## src/rtl/fifo_write_control.sv

```systemverilog
// Write-domain half of the CDC FIFO: binary/Gray write pointer, read-pointer
// synchroniser, and the full / almost_full / fill_level / overflow flags.
`timescale 1ns/1ps
module fifo_write_control #(
  parameter int unsigned ADDRESS_WIDTH         = 4,
  parameter int unsigned ALMOST_FULL_THRESHOLD = 12,
  parameter int unsigned SYNC_STAGES           = 2
) (
  input  logic                     clock,
  input  logic                     reset,
  input  logic                     write_valid,
  output logic                     write_ready,
  output logic                     write_enable,
  output logic [ADDRESS_WIDTH-1:0] write_address,
  output logic [ADDRESS_WIDTH:0]   write_pointer_gray,
  input  logic [ADDRESS_WIDTH:0]   read_pointer_gray,
  output logic                     full,
  output logic                     almost_full,
  output logic [ADDRESS_WIDTH:0]   fill_level,
  output logic                     overflow
);

  localparam int unsigned PW = ADDRESS_WIDTH + 1;

  logic [PW-1:0] wbin;
  logic [PW-1:0] wbin_next;
  logic [PW-1:0] wgray_next;
  logic [PW-1:0] rsync;
  logic [PW-1:0] rbin;
  logic [PW-1:0] fill_next;
  logic [PW-1:0] full_match;
  logic [PW-1:0] rq [SYNC_STAGES];
  logic          accept;

  assign accept        = write_valid & ~full;
  assign write_ready   = ~full;
  assign write_enable  = accept;
  assign write_address = wbin[ADDRESS_WIDTH-1:0];

  assign wbin_next  = wbin + PW'(accept);
  assign wgray_next = wbin_next ^ (wbin_next >> 1);
  assign rsync      = rq[SYNC_STAGES-1];

  // Full when the write pointer is exactly one lap ahead: top two Gray bits inverted.
  assign full_match = {~rsync[PW-1:PW-2], rsync[PW-3:0]};
  assign fill_next  = wbin_next - rbin;

  // Gray-to-binary: each binary bit is the XOR of all Gray bits at or above it.
  always_comb begin
    rbin = '0;
    for (int unsigned i = 0; i < PW; i++) begin
      rbin[i] = ^(rsync >> i);
    end
  end

  always_ff @(posedge clock) begin
    if (reset) begin
      wbin               <= '0;
      write_pointer_gray <= '0;
      full               <= 1'b0;
      almost_full        <= 1'b0;
      fill_level         <= '0;
      overflow           <= 1'b0;
      for (int unsigned i = 0; i < SYNC_STAGES; i++) begin
        rq[i] <= '0;
      end
    end else begin
      wbin               <= wbin_next;
      write_pointer_gray <= wgray_next;
      full               <= (wgray_next == full_match);
      fill_level         <= fill_next;
      almost_full        <= (fill_next >= PW'(ALMOST_FULL_THRESHOLD));
      if (write_valid & full) begin
        overflow <= 1'b1;
      end
      rq[0] <= read_pointer_gray;
      for (int unsigned i = 1; i < SYNC_STAGES; i++) begin
        rq[i] <= rq[i-1];
      end
    end
  end

endmodule

```

## config.mk

```make
export PLATFORM = sky130hd
export DESIGN_NAME = fifo_write_control
export DESIGN_NICKNAME = d
export VERILOG_FILES = /design/src/rtl/fifo_write_control.sv
export SDC_FILE = /design/constraint.sdc
export NUM_CORES = 1
export LEC_CHECK = 0
export CAP_MARGIN = 20
export CORE_MARGIN = 10
export CORE_UTILIZATION = 48
export DETAILED_ROUTE_END_ITERATION = 10
export GPL_TIMING_DRIVEN = 1
export MAX_ROUTING_LAYER = met4
export PLACE_DENSITY = 0.87
export SETUP_SLACK_MARGIN = 0.15
export SKIP_CTS_REPAIR_TIMING = 1
export SLEW_MARGIN = 20
export SYNTH_ARGS = -nofsm -noshare
export SYNTH_HDL_FRONTEND = slang
export SYNTH_SLANG_ARGS = --single-unit
```

## constraint.sdc

```tcl
create_clock -name clock -period 3.33 [get_ports clock]
set_input_delay 0.8325 -clock clock [delete_from_list [all_inputs] [get_ports clock]]
set_output_delay 0.8325 -clock clock [all_outputs]
set_load 0.01 [all_outputs]
```

==> results.md, run 1 <==
- Via count of the first global-routing pass: 932
- Synth top area share: 46.5%
- Setup ws final: 0.316 ns
- Remaining antenna violation count: 0
- Critical path capture point type: register
- Max Cap Viol: 0
- Leakage power: 0.639 nW
- Max FO, Critical Path: 5
- Row count: 17
- Fmax: 0.332 GHz
- Reg2reg start: rq[0][9]$_SDFF_PP0_
- Final setup fails: 0
- Mean Syn Cell Area: 10.0 sq um
- Crit path DAT: 3.22 ns
- Unique masters post-synth: 28
- Detailed-route via count: 885
- Critical path required time: 3.53 ns
- Crit start category: input port
- Yosys reg bits: 27
- Max VDD drop: 0.381 mV
- CORE AREA: 0.00225 sq mm
- Area leader, netlist: dfxtp_1
- Initial DRT Pass Iterations: 4
- Final hold viol count: 0
- Post-Syn Nets: 130
- Post-synthesis mux area share: 0.861%
- Complex-gate fraction of the synthesized area: 6.35%
- Highest cell delay on the worst timing path: 0.42 ns
- HPWL Detailed: 2050 um
- Post-Route WL: 2420 um
- TritonCTS clock tree: yes
- Initial antenna violation count: 0
- Root Driver: clkbuf_4
- Reg2reg path depth: 11
- Crit Path Class: in2reg
- Area grow syn2layout: 34.4%
- Final core occ: 69.3%
- DRT iter0 DRCs: 60
- Die area: 0.00479 sq mm
- Ports: 27
- Htree depth: 1
- Mapped cell area: 0.00116 sq mm
- Crit-path cells: clkdlybuf4s50_1, nor2b_2, ha_1, ha_2, xor2_2, ha_1, buf_4, and3_1, a221oi_2, xor2_1, o22ai_1
- Hold path depth: 1
- FF-to-FF setup slack: 0.83 ns
- Largest net degree at the start of global routing: 16
- CTS Buffer Depth: 2
- Gp weighted congestion: 0.916
- Grt ovf: 0
- Hold_sp: rq[0][0]$_SDFF_PP0_
- Worst hold path class: reg2reg
- Slew Viols, Final: 0
- Slew headroom: 69.0%
- # diodes: 0
- Reg clk slew, reported paths: 0.14 ns
- Worst R2R End: almost_full$_SDFF_PP0_
- Die height: 69.2 um
- Xor and xnor area share after synthesis: 16.1%
- Layout Skew: 0.00305 ns
- Fillers: 180
- First-pass GRT wire length: 4060 um
- Worst Tran Pin Value: 0.464 ns
- Largest family of logic cells by synthesized area: simple AND/OR/NAND/NOR gates
- All-Layer GR Usage: 10.1%
- Slowest cell on the critical path: clkdlybuf4s50_1
- Power Density: 457 mW/mm^2
- # port buffers: 26
- Num CTS Buffers: 3
- Outcome: complete, no violations
- Routed vias/inst: 4.92
- Hold endpoint: rq[0][5]$_SDFF_PP0_
- Final period util: 90.5%
- CTS sink count: 27
- Final nets: 167
- Synth Warn #: 0
- Most frequent CP cell: ha_1
- RSZ-0062 raised after global routing: false
- Die width: 69.2 um
- DP Worst Slack: -0.233 ns
- Min cycle time layout: 3.01 ns
- Cell count after synthesis: 116
- Avg WL per Cell: 13.5 um
- Area contributors post-synth: dfxtp_1, nor2b_1, ha_1
- Synth Area in Simple Gates: 20.5%
- DRC: 0
- Register area share after synthesis: 46.5%
- Share of layout cells above drive strength 1: 15.8%
- Worst skew pair latency: 0.32 ns
- Adder-cell share of the synthesized area: 6.46%
- Starting Density: 51.6%
==> report_power, final <==
part	leakage [nW]	internal, W	total (W)	switching (W)
clock	0.0177	0.0000450	0.000137	0.0000916
combinational	0.399	0.000118	0.000216	0.0000975
sequential	0.222	0.000352	0.000362	0.00000997
==> critical path: cells and delay by family <==
kind            cells  cell delay, ns
compound gates      2            0.34
buf+inv             2            0.57
simple gates        2            0.34
xor+xnor            2            0.41
fa+ha+maj           3            0.72
==> state kept, by name (all words and copies together) (netlist names) <==
signal	cells
rq	10
fill_level	5
wbin	5
write_pointer_gray	4
almost_full	1
full	1
overflow	1
==> worst max path at each step <==
stage                startpoint                endpoint  cells past startpoint
floorplan           write_valid  almost_full$_SDFF_PP0_                     10
global placement    write_valid  almost_full$_SDFF_PP0_                     11
detailed placement  write_valid  almost_full$_SDFF_PP0_                     11
CTS                 write_valid  almost_full$_SDFF_PP0_                     11
global route        write_valid  almost_full$_SDFF_PP0_                     12
finish              write_valid  almost_full$_SDFF_PP0_                     11
==> layer usage <==
metal / GRT usage, % / share of wire [%] / wire [um] / vias to the layer above
li1: - / - / - / 445
met1: 9.35 / 41 / 998 / 418
met2: 19.3 / 55 / 1320 / 20
met3: 2.28 / 3.7 / 90 / 2
met4: 4.21 / 0.50 / 12 / 0
met5: - / 0 / 0 / -
==> cells in the mapped netlist <==
master     count
a2111oi_2      1
a21oi_1        3
a221oi_1       1
a221oi_2       1
a311oi_1       1
and2_1         1
and3_1         1
buf_1          1
clkbuf_1       3
dfxtp_1       27
ha_1           6
inv_1          6
mux2i_1        1
nand2_1        3
nand2b_1       1
nand3_1        3
nor2_1        15
nor2b_1       17
nor3_1         1
nor4b_1        1
nor4bb_1       1
o21ai_0        1
o22ai_1        1
or3_1          1
xnor2_1        7
xnor2_2        2
xor2_1         7
xor2_2         2
==> layout by cell type (no fill, tap or decap), types with 2 or more instances in the layout <==
cell type	count
nand3_1	3
xor2_1	7
ha_1	5
nor2_1	15
clkdlybuf4s50_1	26
buf_4	10
a221oi_2	2
inv_1	6
xnor2_2	2
a21oi_1	3
dfxtp_1	27
nand2_1	3
xor2_2	2
xnor2_1	7
nor2b_1	16
clkbuf_4	3
==> through the flow <==
| stage | power [W] | area (sq um) | cells | TNS, ns | hold WS [ns] |
|---|---|---|---|---|---|
| 6_report | 0.000715 | 1560 | 180 | 0 | 0.460 |
| 5_1_grt | 0.000757 | 1560 | 180 | 0 | 0.472 |
| 4_1_cts | 0.000718 | 1550 | 180 | 0 | 0.462 |
| 3_5_place_dp | 0.000582 | 1520 | 176 | -0.417 | 0.433 |
| 3_3_place_gp | 0.000573 | 1520 | 176 | -0.121 | 0.418 |
| 2_1_floorplan | 0.000489 | 1160 | 116 | 0 | 0.414 |
==> final cells by class <==
type | count | area (sq um) | area share, %
multi-input cells | 79 | 602 | 38.5
well taps | 28 | 35.0 | 2.24
flip-flops and latches | 27 | 541 | 34.6
inverters | 6 | 22.5 | 1.44
clock buffers | 3 | 22.5 | 1.44
repair buffers | 36 | 335 | 21.5
clock inverters | 1 | 5.00 | 0.320
==> logic make-up after synthesis <==
family                   Yosys count
multiplexers                       1
buffers and inverters             10
flip-flops                        27
AND/OR/NAND/NOR                   45
XOR/XNOR                          18
AO/OA/AOI/OAI                      9
adder cells (fa/ha/maj)            6
Power figures use the tool's default switching activity.
==> run 2: changes to the inputs <==
- ABC_CLOCK_PERIOD_IN_PS: not set -> 3330
- CORE_MARGIN: 10 -> 2
==> results.md, run 2 (synthesis results as in run 1) <==
- Max Cap Viol: 0 (unchanged)
- Pint: 0.000517 W (was 0.000516 W)
- Min cycle time layout: 3.05 ns (was 3.01 ns)
- # diodes: 0 (unchanged)
- Final hold viol count: 0 (unchanged)
- Fillers: 187 (was 180)
- Worst Tran Pin Value: 0.438 ns (was 0.464 ns)
- Crit start category: input port (unchanged)
- Regs by FF count: rq: 10 flops, fill_level: 5 flops, wbin: 5 flops (unchanged)
- Initial antenna violation count: 0 (unchanged)
- Detailed-route via count: 897 (was 885)
- Area of the multi-input gates: 628 sq um (was 602 sq um)
- Clock share of power: 19.4% (was 19.1%)
- Num CTS Buffers: 3 (unchanged)
- Critical path capture point type: register (unchanged)
- Final core occ: 70.3% (was 69.3%)
- Reg area: 541 sq um (unchanged)
- HPWL Detailed: 1700 um (was 2050 um)
- CTS Buffer Depth: 2 (unchanged)
- Most flop-heavy register: rq (unchanged)
- Area grow syn2layout: 36.3% (was 34.4%)
- Crit path DAT: 3.26 ns (was 3.22 ns)
- Gp weighted congestion: 0.855 (was 0.916)
- DRC: 0 (unchanged)
- Starting Density: 51.6% (unchanged)
- Share of layout cells above drive strength 1: 16.6% (was 15.8%)
- Die height: 53.2 um (was 69.2 um)
- Power share of the combinational group: 29.9% (was 30.2%)
- Layout Skew: 0.00411 ns (was 0.00305 ns)
- Max FO, Critical Path: 5 (unchanged)
- Via count of the first global-routing pass: 812 (was 932)
- Die width: 53.2 um (was 69.2 um)
- Outcome: complete, no violations (unchanged)
- Crit Path Class: in2reg (unchanged)
- Fmax: 0.328 GHz (was 0.332 GHz)
- Reg clk slew, reported paths: 0.13 ns (was 0.14 ns)
- CTS sink count: 27 (unchanged)
- Leakage power: 0.628 nW (was 0.639 nW)
- Final setup fails: 0 (unchanged)
- Max reg flops: 10 (unchanged)
- Routed vias/inst: 5.01 (was 4.92)
- First-pass GRT wire length: 3390 um (was 4060 um)
- Initial DRT Pass Iterations: 4 (unchanged)
- Avg WL per Cell: 11.9 um (was 13.5 um)
- Most common cell after layout, fill and taps aside: dfxtp_1 (unchanged)
- Htree depth: 1 (unchanged)
- Sequential Power Share: 50.8% (was 50.7%)
- Largest net degree at the start of global routing: 20 (was 16)
- Power Density: 451 mW/mm^2 (was 457 mW/mm^2)
- Post-Route WL: 2120 um (was 2420 um)
- Remaining antenna violation count: 0 (unchanged)
- Slew headroom: 70.6% (was 69.0%)
- Sw frac: 27.7% (was 27.8%)
- Final nets: 166 (was 167)
- Slew Viols, Final: 0 (unchanged)
- TritonCTS clock tree: yes (unchanged)
- Final period util: 91.6% (was 90.5%)
- # port buffers: 26 (unchanged)
- CORE AREA: 0.00225 sq mm (unchanged)
- Worst skew pair latency: 0.32 ns (about the same)
- Die area: 0.00283 sq mm (was 0.00479 sq mm)
- Root Driver: clkbuf_4 (unchanged)
- DRT iter0 DRCs: 13 (was 60)
- Switch Pwr: 0.000198 W (was 0.000199 W)
- Row count: 17 (unchanged)
- Commonest non-fill, non-tap cells in the layout: dfxtp_1, clkdlybuf4s50_1, nor2b_1 (unchanged)
- Worst hold path class: reg2reg (unchanged)
- Critical path required time: 3.54 ns (was 3.53 ns)
- All-Layer GR Usage: 17.1% (was 10.1%)
- Max VDD drop: 0.326 mV (was 0.381 mV)
- DP Worst Slack: -0.217 ns (was -0.233 ns)
- RSZ-0062 raised after global routing: false (unchanged)
- Ports: 27 (unchanged)
- Grt ovf: 0 (unchanged)
- Setup ws final: 0.279 ns (was 0.316 ns)
run 2: area by class of cell:
| type | count | area share, % |
|---|---|---|
| clock buffer | 3 | 1.42 |
| clock inverter | 1 | 0.474 |
| inverter | 6 | 1.42 |
| multi-input combinational | 79 | 39.7 |
| sequential | 27 | 34.1 |
| tap | 28 | 2.21 |
| timing repair buffer | 35 | 20.7 |
run 2: worst max-delay path, stage by stage:
cell and delay (ns):
clkdlybuf4s50_1 0.47, nor2b_2 0.17, ha_2 0.22, nand3_1 0.14
xor2_2 0.21, inv_1 0.10, ha_4 0.30, nor2b_1 0.06
a221oi_1 0.29, o21ai_1 0.12, a311oi_2 0.24, o22ai_1 0.12
run 2: final timing paths:
path	from	endpoint	slack [ns]	depth (start not counted)
min	rq[0][4]$_SDFF_PP0_	rq[0][9]$_SDFF_PP0_	0.45	1
max	write_valid	almost_full$_SDFF_PP0_	0.28	12
min reg2reg	rq[0][4]$_SDFF_PP0_	rq[0][9]$_SDFF_PP0_	0.45	1
max reg2reg	rq[0][8]$_SDFF_PP0_	almost_full$_SDFF_PP0_	0.81	11
run 2: through the flow:
step | instance area (sq um) | TNS (ns) | hold slack (ns) | power, W | std cells
global route | 1580 | 0 | 0.467 | 0.000759 | 179
global placement | 1510 | -0.0958 | 0.418 | 0.000568 | 175
CTS | 1540 | 0 | 0.456 | 0.000717 | 179
floorplan | 1160 | 0 | 0.414 | 0.000489 | 116
finish | 1580 | 0 | 0.453 | 0.000715 | 179
detailed placement | 1510 | -0.380 | 0.424 | 0.000575 | 175
run 2: power groups by stage:
stage	combinational [W]	clock [W]	sequential (W)
2_1_floorplan	0.000107	0	0.000382
3_3_place_gp	0.000199	0	0.000369
3_5_place_dp	0.000205	0	0.000370
4_1_cts	0.000206	0.000148	0.000363
5_1_grt	0.000235	0.000159	0.000365
6_report	0.000214	0.000138	0.000363
run 2: metal layers:
metal,up-vias,part of all wire (%),global-route usage (%)
met5,-,0,-
met4,0,0.99,7.26
met3,2,3.3,2.54
met2,19,53,30.2
met1,432,43,19.0
li1,444,-,-
